$ cat config.mk
export PLATFORM = sky130hd
export DESIGN_NAME = fifo_rd_sched_flat
export DESIGN_NICKNAME = d
export VERILOG_FILES = /design/src/rtl/fifo_rd_sched_pkg.sv /design/src/rtl/fifo_rd_sched_if.sv /design/src/rtl/fifo_rr_arb.sv /design/src/rtl/fifo_rd_sched.sv /design/src/flat_wrapper.sv
export SDC_FILE = /design/constraint.sdc
export NUM_CORES = 1
export LEC_CHECK = 0
export BUFFER_PORTS_ARGS = -buffer_cell sky130_fd_sc_hd__buf_2
export CAP_MARGIN = 20
export CORE_UTILIZATION = 40
export DETAILED_ROUTE_END_ITERATION = 10
export PLACE_DENSITY = 0.62
export SLEW_MARGIN = 40
export SYNTH_ARGS = -nofsm -noshare
export SYNTH_HDL_FRONTEND = slang
export SYNTH_SLANG_ARGS = --single-unit
$ cat constraint.sdc
create_clock -name clk -period 2.6 [get_ports clk]
set_input_delay 0.39 -clock clk [delete_from_list [all_inputs] [get_ports clk]]
set_output_delay 0.39 -clock clk [all_outputs]
set_load 0.03 [all_outputs]
$ cat src/rtl/fifo_rd_sched_pkg.sv
// fifo_rd_sched_pkg
//   Shared types and defaults for the FIFO read-side scheduler.
//   N_CH / CH_W       : channel count and channel-index width
//   DAT_W             : FIFO word width
//   *_DEF             : default burst length and output buffer depth
package fifo_rd_sched_pkg;

  localparam int unsigned N_CH           = 8;
  localparam int unsigned CH_W           = 3;
  localparam int unsigned DAT_W          = 36;
  localparam int unsigned BURST_LEN_DEF  = 8;
  localparam int unsigned OBUF_DEPTH_DEF = 4;

  typedef enum logic {
    S_IDLE,
    S_BURST
  } state_t;

  // Tags that accompany a read while its data is in flight.
  typedef struct packed {
    logic [CH_W-1:0] ch;
    logic            first;
  } rd_tag_t;

  // One output buffer entry.
  typedef struct packed {
    logic [DAT_W-1:0] dat;
    logic [CH_W-1:0]  ch;
    logic             first;
  } obuf_ent_t;

endpackage

$ cat src/rtl/fifo_rd_sched_if.sv
// fifo_rd_sched_if
//   Valid/ready output stream of the read scheduler.
//   out_dat_o   : data word            out_ch_o    : source channel
//   out_first_o : first word of burst  out_valid_o : word valid
//   out_ready_i : consumer accepts the word
//   master = scheduler side, slave = consumer side.
interface fifo_rd_sched_if;
  import fifo_rd_sched_pkg::*;

  logic [DAT_W-1:0] out_dat_o;
  logic [CH_W-1:0]  out_ch_o;
  logic             out_first_o;
  logic             out_valid_o;
  logic             out_ready_i;

  modport master (
    output out_dat_o, out_ch_o, out_first_o, out_valid_o,
    input  out_ready_i
  );

  modport slave (
    input  out_dat_o, out_ch_o, out_first_o, out_valid_o,
    output out_ready_i
  );

endinterface

$ cat src/rtl/fifo_rr_arb.sv
// fifo_rr_arb
//   Combinational round-robin arbiter over the FIFO channels.
//   req    : per-channel request
//   last   : previously granted channel; search starts at last+1 (mod N_CH)
//   winner : granted channel (meaningful only when hit=1)
//   hit    : at least one request present
module fifo_rr_arb
  import fifo_rd_sched_pkg::*;
(
  input  logic [N_CH-1:0] req,
  input  logic [CH_W-1:0] last,
  output logic [CH_W-1:0] winner,
  output logic            hit
);

  // CH_W-bit addition wraps naturally modulo N_CH; i = N_CH lands on last.
  always_comb begin
    winner = last;
    hit    = 1'b0;
    for (int unsigned i = 1; i <= N_CH; i++) begin
      if (!hit && req[last + CH_W'(i)]) begin
        winner = last + CH_W'(i);
        hit    = 1'b1;
      end
    end
  end

endmodule

$ cat src/rtl/fifo_rd_sched.sv
// fifo_rd_sched
//   Read-side scheduler for the shared 8-channel FIFO (B-side clock domain).
//   Grants a non-empty enabled channel round-robin, reads up to BURST_LEN
//   words from it, and forwards the words with channel/first tags through
//   an OBUF_DEPTH-entry output buffer onto a valid/ready stream.
//   clk, rst_n   : clock, synchronous active-low reset
//   ch_en_i      : per-channel enable
//   fifo_empty_i : per-channel FIFO empty flags
//   fifo_sel_o   : FIFO read channel select
//   fifo_re_o    : FIFO read enable (data returns the next cycle)
//   fifo_dat_i   : FIFO read data
//   stream       : output stream (out_dat_o/out_ch_o/out_first_o/out_valid_o/out_ready_i)
//   busy_o       : bursting, words buffered, or a read in flight
module fifo_rd_sched
  import fifo_rd_sched_pkg::*;
#(
  parameter int unsigned BURST_LEN  = BURST_LEN_DEF,
  parameter int unsigned OBUF_DEPTH = OBUF_DEPTH_DEF
) (
  input  logic                   clk,
  input  logic                   rst_n,
  input  logic [N_CH-1:0]        ch_en_i,
  input  logic [N_CH-1:0]        fifo_empty_i,
  output logic [CH_W-1:0]        fifo_sel_o,
  output logic                   fifo_re_o,
  input  logic [DAT_W-1:0]       fifo_dat_i,
  fifo_rd_sched_if.master        stream,
  output logic                   busy_o
);

  localparam int unsigned CNT_W = $clog2(BURST_LEN + 1);
  localparam int unsigned PTR_W = (OBUF_DEPTH > 1) ? $clog2(OBUF_DEPTH) : 1;
  localparam int unsigned OCC_W = $clog2(OBUF_DEPTH + 1);

  state_t            state;
  logic [CH_W-1:0]   sel_q;
  logic [CH_W-1:0]   last_q;
  logic [CNT_W-1:0]  cnt_q;
  logic              inflight_q;
  rd_tag_t           tag_q;

  obuf_ent_t         mem [OBUF_DEPTH];
  logic [PTR_W-1:0]  wr_ptr;
  logic [PTR_W-1:0]  rd_ptr;
  logic [OCC_W-1:0]  occ_q;

  logic [N_CH-1:0]   req;
  logic [CH_W-1:0]   win;
  logic              hit;
  logic              sel_ok;
  logic              burst_done;
  logic              space_ok;
  logic              rd_en;
  logic              push;
  logic              pop;

  assign req = ~fifo_empty_i & ch_en_i;

  fifo_rr_arb u_arb (
    .req    (req),
    .last   (last_q),
    .winner (win),
    .hit    (hit)
  );

  assign sel_ok     = !fifo_empty_i[sel_q] && ch_en_i[sel_q];
  assign burst_done = (cnt_q == CNT_W'(BURST_LEN));
  // In-flight read is counted so a word returning under backpressure
  // always has a slot waiting for it.
  assign space_ok   = ({1'b0, occ_q} + {{OCC_W{1'b0}}, inflight_q})
                      < (OCC_W + 1)'(OBUF_DEPTH);

  // Read enable is decoded from registered state but gated by the live
  // empty/enable flags, so a channel is never read in a cycle its flag is high.
  assign rd_en      = (state == S_BURST) && sel_ok && !burst_done && space_ok;

  assign fifo_re_o  = rd_en;
  assign fifo_sel_o = sel_q;

  always_ff @(posedge clk) begin
    if (!rst_n) begin
      state      <= S_IDLE;
      sel_q      <= '0;
      last_q     <= CH_W'(N_CH - 1);
      cnt_q      <= '0;
      inflight_q <= 1'b0;
      tag_q      <= '0;
    end else begin
      inflight_q <= rd_en;
      if (rd_en) begin
        tag_q <= '{ch: sel_q, first: (cnt_q == '0)};
        cnt_q <= cnt_q + CNT_W'(1);
      end
      case (state)
        S_IDLE: begin
          if (hit) begin
            sel_q <= win;
            cnt_q <= '0;
            state <= S_BURST;
          end
        end
        S_BURST: begin
          // A buffer-space stall alone keeps the grant.
          if (burst_done || !sel_ok) begin
            last_q <= sel_q;
            state  <= S_IDLE;
          end
        end
        default: state <= S_IDLE;
      endcase
    end
  end

  function automatic logic [PTR_W-1:0] ptr_inc(input logic [PTR_W-1:0] p);
    return (p == PTR_W'(OBUF_DEPTH - 1)) ? '0 : p + PTR_W'(1);
  endfunction

  assign push = inflight_q;
  assign pop  = stream.out_valid_o && stream.out_ready_i;

  always_ff @(posedge clk) begin
    if (!rst_n) begin
      wr_ptr <= '0;
      rd_ptr <= '0;
      occ_q  <= '0;
      for (int unsigned i = 0; i < OBUF_DEPTH; i++) begin
        mem[i] <= '0;
      end
    end else begin
      if (push) begin
        mem[wr_ptr] <= '{dat: fifo_dat_i, ch: tag_q.ch, first: tag_q.first};
        wr_ptr      <= ptr_inc(wr_ptr);
      end
      if (pop) begin
        rd_ptr <= ptr_inc(rd_ptr);
      end
      case ({push, pop})
        2'b10:   occ_q <= occ_q + OCC_W'(1);
        2'b01:   occ_q <= occ_q - OCC_W'(1);
        default: occ_q <= occ_q;
      endcase
    end
  end

  assign stream.out_valid_o = (occ_q != '0);
  assign stream.out_dat_o   = mem[rd_ptr].dat;
  assign stream.out_ch_o    = mem[rd_ptr].ch;
  assign stream.out_first_o = mem[rd_ptr].first;

  assign busy_o = (state != S_IDLE) || (occ_q != '0) || inflight_q;

endmodule
$ cat src/flat_wrapper.sv
// flat-port wrapper written by rule: the top's interface ports become plain ports
module fifo_rd_sched_flat import fifo_rd_sched_pkg::*;
#(
  parameter int unsigned BURST_LEN  = BURST_LEN_DEF,
  parameter int unsigned OBUF_DEPTH = OBUF_DEPTH_DEF
)
  (clk, rst_n, ch_en_i, fifo_empty_i, fifo_sel_o, fifo_re_o, fifo_dat_i, busy_o, stream_out_dat_o, stream_out_ch_o, stream_out_first_o, stream_out_valid_o, stream_out_ready_i);
  fifo_rd_sched_if stream_i ();
  input  logic clk;
  input  logic rst_n;
  input  logic [N_CH-1:0] ch_en_i;
  input  logic [N_CH-1:0] fifo_empty_i;
  output logic [CH_W-1:0] fifo_sel_o;
  output logic fifo_re_o;
  input  logic [DAT_W-1:0] fifo_dat_i;
  output logic busy_o;
  output wire logic [$bits(stream_i.out_dat_o)-1:0] stream_out_dat_o;
  output wire logic [$bits(stream_i.out_ch_o)-1:0] stream_out_ch_o;
  output wire logic [$bits(stream_i.out_first_o)-1:0] stream_out_first_o;
  output wire logic [$bits(stream_i.out_valid_o)-1:0] stream_out_valid_o;
  input wire logic [$bits(stream_i.out_ready_i)-1:0] stream_out_ready_i;
  assign stream_out_dat_o = stream_i.out_dat_o;
  assign stream_out_ch_o = stream_i.out_ch_o;
  assign stream_out_first_o = stream_i.out_first_o;
  assign stream_out_valid_o = stream_i.out_valid_o;
  assign stream_i.out_ready_i = stream_out_ready_i;
  fifo_rd_sched #(.BURST_LEN(BURST_LEN), .OBUF_DEPTH(OBUF_DEPTH)) u_core (.clk(clk), .rst_n(rst_n), .ch_en_i(ch_en_i), .fifo_empty_i(fifo_empty_i), .fifo_sel_o(fifo_sel_o), .fifo_re_o(fifo_re_o), .fifo_dat_i(fifo_dat_i), .stream(stream_i), .busy_o(busy_o));
endmodule
==> qor.yml <==
layout:
  synthToLayoutAreaGrowth_pct: 18.6
  nets: 828
  final_common_cell: "edfxtp_1"
  most-common-layout-cells: "edfxtp_1, and2_1, buf_2"
  n_fill_cell: 1929
  drive_gt1_share_pct: 32.8
sta:
  fin_worst_skew_ns: 0.00856
  fin_ws_ns: 0.154
  finalMaxSlewViolations: 0
  fin_crit_ns: 2.45
  fmax_ghz: 0.409
  rsz0062_at_grt: "false"
  period_share_pct: 94.1
  worst_pin_slew_ns: 0.632
  relSlewSlack_pct: 57.8
  fin_hold_ws_ns: 0.267
  hold_viol: 0
  setup_viol: 0
setup_path:
  cpMaxStageDelayCell: "nor2b_1"
  crit_buf_inv: 2
  crit_path_frequent_cell: "buf_2"
  start_kind: "input port"
  cp_max_fo: 10
  worst-setup-path-type: "input port to primary output"
  critical-path-max-stage-delay_ns: 0.52
  required_ns: 2.21
  cp_data_arrival_time_ns: 2.06
  cp_top_family: "simple AND/OR/NAND/NOR gates"
  end_kind: "primary output"
  crit_path_cell_trace: "buf_2 -> nor2b_1 -> mux4_2 -> mux2i_1 -> nor3_2 -> buf_2"
place:
  place_ws_ns: -0.0454
  port_buffers: 100
  gp_congestion: 0.854
  place_hpwl_mm: 13.8
yosys:
  synth_cell_types: 60
  syn_area_per_cell_um2: 14.2
  ys_warn_count: 0
  synthFlopType: "edfxtp_1"
  synth-edff-count: 160
  ys_ff_latch: 185
  synthArstFlopShare_pct: 0
  yosysSeqAreaShare_pct: 58.0
  syn_inst: 645
  syn-num-nets: 708
  netlist_area_um2: 9150
grt:
  grt_max_degree: 41
  grt.overflow.total: 0
  grt_usage_pct: 18.9
  grt_pass1_vias: 5969
  antenna_found_initial: 1
  grt_pass1_wl_mm: 33.4
floorplan:
  io_pins: 101
  die_h_um: 153
  die-width_um: 153
  start_util_pct: 41.3
  rows: 54
  die_area_um2: 23500
  core_area_um2: 22200
power_and_ir_drop:
  p_sw_share_pct: 31.8
  power_frac_seq_pct: 39.4
  combPwrFrac_pct: 32.1
  vdd_ir_drop_max_mv: 0.491
  netSwitchingPower_w: 0.00291
  clock_power_share_pct: 28.5
  p_int_w: 0.00625
  power.density_nw_per_um2: 844
  p_leak_nw: 4.29
detailed_routing:
  routed_wl_mm: 21.1
  vias: 5705
  avgRoutedWirePerCell_um: 19.9
  via_per_inst: 5.38
  initialDrtViolationCount: 291
  drtAntennaViolNets: 0
  drtPass1Iterations: 4
  drc: 0
cts:
  cts_max_level: 4
  tritoncts: "done"
  cts_buffer_depth: 2
  numCtsBuffers: 17
  cts_root_buffer: "clkbuf_16"
  clock_latency_ns: 0.43
  cts_sinks: 185
  clk_pin_slew_worst_paths_ns: 0.07
outcome:
  outcome: "completed"
run:
  maxCapViolCount: 0
min_path:
  hp-class: "input port to flip-flop"
[routing by layer]
layer | global-route usage (%) | routed length [um] | part of all wire [%] | vias up
met3 | 3.54 | 868 | 4.1 | 23
met5 | 0 | 0 | 0 | -
li1 | - | - | - | 2662
met1 | 23.7 | 9240 | 44 | 2888
met2 | 33.2 | 10800 | 51 | 132
met4 | 5.19 | 218 | 1.0 | 0
[synth_stat cells (4+ instances only)]
| master | n | area [um2] |
|---|---|---|
| nor2b_1 | 7 | 43.8 |
| buf_6 | 4 | 45.0 |
| nor3b_1 | 4 | 30.0 |
| or3_1 | 4 | 25.0 |
| clkbuf_1 | 31 | 116 |
| edfxtp_1 | 160 | 4800 |
| nand2_1 | 23 | 86.3 |
| dfxtp_1 | 25 | 500 |
| xor2_1 | 4 | 35.0 |
| mux4_1 | 7 | 184 |
| o21ai_0 | 11 | 55.1 |
| and3_1 | 41 | 257 |
| nor3_1 | 4 | 20.0 |
| o211ai_1 | 4 | 30.0 |
| nor2_1 | 23 | 86.3 |
| and2_1 | 122 | 763 |
| buf_1 | 5 | 18.8 |
| nand3_1 | 4 | 20.0 |
| ha_1 | 7 | 87.6 |
| a31oi_1 | 5 | 31.3 |
| mux4_2 | 50 | 1130 |
| mux2i_1 | 17 | 170 |
| inv_1 | 13 | 48.8 |
| nand2b_1 | 13 | 81.3 |
| a21oi_1 | 9 | 45.0 |
[cell families after synthesis]
| logic type | after synthesis | synth area share, % |
|---|---|---|
| buf+inv | 60 | 2.93 |
| fa+ha+maj | 8 | 1.18 |
| mux | 79 | 16.9 |
| compound gates | 47 | 3.58 |
| xor+xnor | 8 | 0.848 |
| flops | 185 | 58.0 |
| simple gates | 258 | 16.6 |
[power groups by stage]
stage / Combinational [W] / Clock [W] / Sequential, W
2_1_floorplan: 0.00207 / 0 / 0.00359
3_3_place_gp: 0.00289 / 0 / 0.00365
3_5_place_dp: 0.00289 / 0 / 0.00366
4_1_cts: 0.00291 / 0.00266 / 0.00360
5_1_grt: 0.00316 / 0.00277 / 0.00364
6_report: 0.00294 / 0.00262 / 0.00361
[metrics by stage]
step | TNS (ns) | util (%) | std cells | total power (W) | instance area, um2
finish | 0 | 49.0 | 1060 | 0.00916 | 10900
global route | 0 | 49.0 | 1058 | 0.00957 | 10900
detailed placement | -0.250 | 46.0 | 1025 | 0.00655 | 10200
global placement | 0 | 46.0 | 1025 | 0.00654 | 10200
floorplan | 0 | - | 645 | 0.00566 | 9150
CTS | 0 | 48.8 | 1057 | 0.00918 | 10800
[timing repair]
item,4_1_cts,5_1_grt
pin swaps,0,2
setup endpoints to repair,7,7
buffers inserted,0,1
resized for setup,4,7
endpoints found under the hold margin,0,0
hold buffers,0,0
[final cells by class]
cell class | count | area (um2) | share of cell area [%]
Timing Repair Buffer | 145 | 883 | 8.13
Clock buffer | 17 | 425 | 3.92
Inverter | 16 | 65.1 | 0.599
Tap cell | 280 | 350 | 3.23
Antenna cell | 2 | 5.00 | 0.0461
Clock inverter | 15 | 173 | 1.59
Sequential cell | 185 | 5320 | 49.0
Multi-Input combinational cell | 400 | 3640 | 33.5
[final timing paths]
| kind | start | endpoint | slack, ns | cells past startpoint |
|---|---|---|---|---|
| min reg2reg | u_core.rd_ptr[1] | flip-flop | 0.49 | 2 |
| max | ch_en_i[5] | fifo_re_o | 0.15 | 6 |
| min | fifo_dat_i[0] | u_core.mem[1][4] | 0.27 | 2 |
| max reg2reg | u_core.last_q[0] | u_core.fifo_sel_o[0] | 0.18 | 9 |
[state kept, by name (all words and copies together), names as in the netlist, named ones only]
name               flops
u_core.tag_q           4
u_core.occ_q           3
u_core.cnt_q           4
u_core.rd_ptr          2
u_core.inflight_q      1
u_core.wr_ptr          2
u_core.mem           160
u_core.fifo_sel_o      3
u_core.last_q          3
u_core.state           1
(Power assumes the default switching activity.)
